[config.mk]
export PLATFORM = sky130hd
export DESIGN_NAME = mem_port_arbiter
export DESIGN_NICKNAME = d
export VERILOG_FILES = /design/src/rtl/mem_arb_pkg.sv /design/src/rtl/mem_port_arbiter_rr_arb2.sv /design/src/rtl/mem_port_arbiter.sv
export SDC_FILE = /design/constraint.sdc
export NUM_CORES = 1
export LEC_CHECK = 0
export BUFFER_PORTS_ARGS = -buffer_cell sky130_fd_sc_hd__buf_2
export CORE_ASPECT_RATIO = 1.25
export CORE_MARGIN = 2
export CORE_UTILIZATION = 35
export DETAILED_ROUTE_END_ITERATION = 16
export RECOVER_POWER = 25
export SYNTH_ARGS = -nofsm -noshare
export SYNTH_HDL_FRONTEND = slang
export SYNTH_HIERARCHICAL = 1
export SYNTH_SLANG_ARGS = --single-unit
[constraint.sdc]
create_clock -name clk -period 3 [get_ports clk]
set_input_delay 0.6 -clock clk [delete_from_list [all_inputs] [get_ports clk]]
set_output_delay 0.6 -clock clk [all_outputs]
set_load 0.05 [all_outputs]
[src/rtl/mem_arb_pkg.sv]
// Shared types and constants for the single-port memory arbiter.
// This package holds the FSM states, the requester ids and the memory mode encodings.
package mem_arb_pkg;

    typedef enum logic [1:0] {
        IDLE = 2'd0,
        BUSY = 2'd1,
        RESP = 2'd2
    } state_t;

    localparam logic REQ_IF     = 1'b0;
    localparam logic REQ_EX     = 1'b1;

    localparam logic MODE_READ  = 1'b0;
    localparam logic MODE_WRITE = 1'b1;

endpackage

[src/rtl/mem_port_arbiter_rr_arb2.sv]
// Two-way round-robin picker. It is purely combinational.
// The last-grant pointer register lives in the parent.
module rr_arb2
    import mem_arb_pkg::*;
(
    input  logic [1:0] req,
    input  logic       last,
    output logic [1:0] gnt
);

    always_comb begin
        gnt = 2'b00;
        if (req == 2'b11) begin
            // On a tie, grant the requester that was not served last.
            if (last == REQ_IF) begin
                gnt[REQ_EX] = 1'b1;
            end else begin
                gnt[REQ_IF] = 1'b1;
            end
        end else begin
            gnt = req;
        end
    end

endmodule

[src/rtl/mem_port_arbiter.sv]
// Shares one memory port between the fetch requester and the load/store requester.
// Each access holds the port for MEM_LAT cycles and then returns a one-cycle rvalid pulse.
module mem_port_arbiter
    import mem_arb_pkg::*;
#(
    parameter int ADDR_W  = 32,
    parameter int DATA_W  = 32,
    parameter int MEM_LAT = 1
) (
    input  logic              clk,
    input  logic              rst,
    input  logic              if_req,
    input  logic [ADDR_W-1:0] if_addr,
    output logic              if_gnt,
    output logic              if_rvalid,
    output logic [DATA_W-1:0] if_rdata,
    input  logic              ex_req,
    input  logic              ex_we,
    input  logic [ADDR_W-1:0] ex_addr,
    input  logic [DATA_W-1:0] ex_wdata,
    output logic              ex_gnt,
    output logic              ex_rvalid,
    output logic [DATA_W-1:0] ex_rdata,
    output logic              mem_mode,
    output logic [ADDR_W-1:0] mem_addr,
    output logic [DATA_W-1:0] mem_data_in,
    input  logic [DATA_W-1:0] mem_data_out,
    output logic              busy
);

    if (MEM_LAT < 1 || MEM_LAT > 15) begin : g_bad_lat
        $error("mem_port_arbiter: MEM_LAT must be in 1..15");
    end

    localparam logic [3:0] LAT4 = 4'(MEM_LAT);

    state_t            state, state_nx;
    logic              last;
    logic              owner;
    logic              we_q;
    logic [ADDR_W-1:0] addr_q;
    logic [DATA_W-1:0] wdata_q;
    logic [3:0]        cnt;
    logic [1:0]        arb_gnt;
    logic              grant_any;
    logic              win;

    rr_arb2 u_arb (
        .req  ({ex_req, if_req}),
        .last (last),
        .gnt  (arb_gnt)
    );

    // The reset term in the grant keeps the grant outputs low while reset is held.
    assign if_gnt    = (state == IDLE) && rst && arb_gnt[REQ_IF];
    assign ex_gnt    = (state == IDLE) && rst && arb_gnt[REQ_EX];
    assign grant_any = if_gnt || ex_gnt;
    assign win       = ex_gnt ? REQ_EX : REQ_IF;

    always_comb begin
        state_nx = state;
        case (state)
            IDLE:    if (grant_any) state_nx = BUSY;
            BUSY:    if (cnt == 4'd1) state_nx = RESP;
            RESP:    state_nx = IDLE;
            default: state_nx = IDLE;
        endcase
    end

    always_ff @(posedge clk or negedge rst) begin
        if (!rst) begin
            state <= IDLE;
        end else begin
            state <= state_nx;
        end
    end

    always_ff @(posedge clk or negedge rst) begin
        if (!rst) begin
            last     <= REQ_IF;
            owner    <= REQ_IF;
            we_q     <= MODE_READ;
            addr_q   <= '0;
            wdata_q  <= '0;
            cnt      <= '0;
            if_rdata <= '0;
            ex_rdata <= '0;
        end else begin
            if (state == IDLE && grant_any) begin
                owner   <= win;
                last    <= win;
                addr_q  <= (win == REQ_EX) ? ex_addr : if_addr;
                // Fetch never writes, so its grants always latch a read.
                we_q    <= (win == REQ_EX) ? ex_we : MODE_READ;
                wdata_q <= (win == REQ_EX) ? ex_wdata : '0;
                cnt     <= LAT4;
            end
            if (state == BUSY) begin
                cnt <= cnt - 4'd1;
                if (cnt == 4'd1) begin
                    if (owner == REQ_IF) begin
                        if_rdata <= mem_data_out;
                    end else begin
                        ex_rdata <= (we_q == MODE_WRITE) ? '0 : mem_data_out;
                    end
                end
            end
        end
    end

    assign busy        = (state != IDLE);
    assign mem_mode    = (state == BUSY) ? we_q : MODE_READ;
    assign mem_addr    = (state == BUSY) ? addr_q : '0;
    assign mem_data_in = (state == BUSY) ? wdata_q : '0;
    assign if_rvalid   = (state == RESP) && (owner == REQ_IF);
    assign ex_rvalid   = (state == RESP) && (owner == REQ_EX);

endmodule

==> impl_metrics.tcl <==
set metrics [dict create \
    cp_num_buf_inv 2 \
    synth_edf_count 0 \
    routed_via_density 4.81 \
    postCtsSetupRepairBufs 0 \
    clk_pin_slew_worst_paths_ns 0.06 \
    core_um2 16800 \
    area_growth_pct 35.4 \
    final_cell_mix "buf_2 (265), dfrtp_1 (136), and2_1 (65)" \
    leakagePower_uw 0.00402 \
    critPathArrivalTime_ns 2.22 \
    syn-num-nets 605 \
    peakVddDrop_mv 0.649 \
    fillers 1565 \
    drc 0 \
    power.total_uw 11400 \
    cpPeakStageDelay_ns 0.69 \
    wl_per_cell_um 16.4 \
    slew_headroom_pct 1.79 \
    cts-hold-fix-buffers 0 \
    antenna_left 0 \
    ys_seq_area_share_pct 56.6 \
    setup_tns_ns 0 \
    critPathMaxFanout 42 \
    drive_gt1_share_pct 54.9 \
    worstPathCellList "and2b_2 > buf_4 > and2_1 > buf_2" \
    cts_tree "yes" \
    avgSynthCellArea_um2 12.8 \
    finalWeightedCongestion 0.711 \
    cts_resized 0 \
    insertedDiodeCount 0 \
    die_w_um 121 \
    cts.sinks 136 \
    required_ns 2.40 \
    holdCritPathClass "input pin to asynchronous set/reset pin" \
    grt_overflow_total 0 \
    dieHeight_um 151 \
    async_flop_share_pct 100 \
    start_util_pct 35.7 \
    tightest_slew_ns 1.47 \
    startpoint_type "flip-flop" \
    path_delay_family "simple AND/OR/NAND/NOR gates" \
    clockRootBuffer "clkbuf_16" \
    setup_viol_count_final 0 \
    rsz0062_at_grt "false" \
    powerDensity_nw_per_um2 1400 \
    ys.flop_type "dfrtp_1" \
    first_iter_violations 307 \
    fin_crit_sh_pct 93.8 \
    fmax_ghz 0.355 \
    vias 4629 \
    fin_nets 865 \
    io_pins 267 \
    first_pass_iters 4 \
    cap_violations 0 \
    grt_util_all_layers_pct 17.3 \
    grt_pass1_wl_um 24400 \
    slew_viol_final 0 \
    syn_inst 470 \
    cp_slowest_cell "and2b_2" \
    rows 53 \
    io_buffers 266 \
    layout_commonest_cell "buf_2" \
    status "finished clean" \
    cp-end-kind "primary output" \
    finClkSkew_ns 0.00605 \
    dp_hpwl_um 11200 \
    hold_viol 0 \
    wirelength_um 15800 \
    cts_buffers 17 \
    clk-insertion-delay-late_ns 0.42 \
    cts_buffer_depth 2 \
    synth_cell_types 35 \
    rr_worst_depth 6 \
    rr_endpoint "if_rdata[18]$_DFFE_PN0P_" \
    yosys_warnings 6 \
    htree_levels 4 \
    crit_type "flip-flop to primary output" \
    period_minus_slack_ns 2.82 \
    ys_seq_elements 136 \
    rrSetupSlack_ns 0.88 \
    r2r_start "cnt[1]$_DFFE_PN0P_" \
    dieArea_um2 18200 \
    syn_area_um2 6010 \
    grt_max_degree 110 \
    antenna_found_initial 0 \
    first_global_vias 4881 \
]
report_power, final:
group	leakage (uW)	internal [uW]	switching [uW]
clock network	0.000297	1310	773
registers	0.00161	2740	499
logic	0.00211	1800	4280
total	0.00402	5850	5550
routing by layer:
metal / part of all wire (%) / wire length (um) / vias up / global-route usage, %
met5: 0 / 0 / - / 0
met4: 1.8 / 289 / 0 / 7.13
met3: 6.6 / 1040 / 20 / 4.28
met2: 50 / 7840 / 178 / 29.5
met1: 42 / 6610 / 2232 / 21.0
li1: - / - / 2199 / -
area by class of cell:
class | count | area, um2 | share of cell area [%]
Clock buffer | 22 | 484 | 5.95
Clock inverter | 9 | 114 | 1.40
Inverter | 6 | 22.5 | 0.277
Multi-Input combinational cell | 291 | 2410 | 29.6
Sequential cell | 136 | 3400 | 41.8
Tap cell | 220 | 275 | 3.38
Timing Repair Buffer | 278 | 1430 | 17.5
sequential cells by signal (all words and copies together) (netlist names):
name,count
if_rdata,32
addr_q,32
wdata_q,32
cnt,4
ex_rdata,32
owner,1
state,2
we_q,1
logic make-up (layout without fill, tap and decap cells):
group	after synthesis	after routing	synth area share [%]
buffers and inverters	43	315	3.35
XOR/XNOR	2	2	0.291
adder cells (fa/ha/maj)	2	2	0.416
AND/OR/NAND/NOR	150	150	15.6
flip-flops	136	136	56.6
AO/OA/AOI/OAI	73	73	11.7
multiplexers	64	64	12.0
per-stage QoR:
step                hold slack (ns)  cells  instance area [um2]  utilization, %  setup slack, ns
finish                       0.0624    962                 8140            48.3            0.185
global route                 0.0617    962                 8140            48.3           0.0476
CTS                          0.0598    962                 8150            48.4            0.149
detailed placement            0.473    931                 7550            44.8            0.601
global placement              0.462    931                 7550            44.8            0.686
floorplan                     0.304    470                 6010               -            0.771
how the worst max path moves through the flow:
stage	startpoint	cells past startpoint	endpoint
6_report	state[1]$_DFFE_PN0P_	4	mem_data_in[11]
5_1_grt	state[1]$_DFFE_PN0P_	4	mem_data_in[11]
4_1_cts	state[1]$_DFFE_PN0P_	4	mem_data_in[11]
3_5_place_dp	state[1]$_DFFE_PN0P_	4	mem_data_in[16]
3_3_place_gp	state[1]$_DFFE_PN0P_	4	mem_data_in[13]
2_1_floorplan	ex_req	5	ex_gnt
Yosys cell counts (2+ instances only):
| library cell | number | share of area (%) |
|---|---|---|
| nor3b_1 | 2 | 0.25 |
| o221a_2 | 32 | 6.0 |
| inv_1 | 5 | 0.31 |
| nor2b_1 | 32 | 3.3 |
| and2_1 | 65 | 6.8 |
| clkbuf_1 | 20 | 1.2 |
| dfrtp_1 | 136 | 57 |
| nand2_1 | 4 | 0.25 |
| buf_2 | 13 | 1.1 |
| buf_6 | 3 | 0.56 |
| nor2_1 | 5 | 0.31 |
| o22ai_1 | 2 | 0.21 |
| ha_1 | 2 | 0.42 |
| nand3_1 | 2 | 0.17 |
| or3_1 | 32 | 3.3 |
| mux2_2 | 63 | 12 |
| a22o_1 | 33 | 4.8 |
| a21boi_1 | 2 | 0.25 |
worst reg2reg max path, delay by kind of cell, from the launching register on:
family | cells | cell delay, ns
adders and majority gates | 1 | 0.16
buffers and inverters | 2 | 0.51
DFF | 1 | 0.40
and+or+nand+nor | 2 | 0.51
muxes | 1 | 0.43
Note: power is estimated with default switching activity, not from simulation.
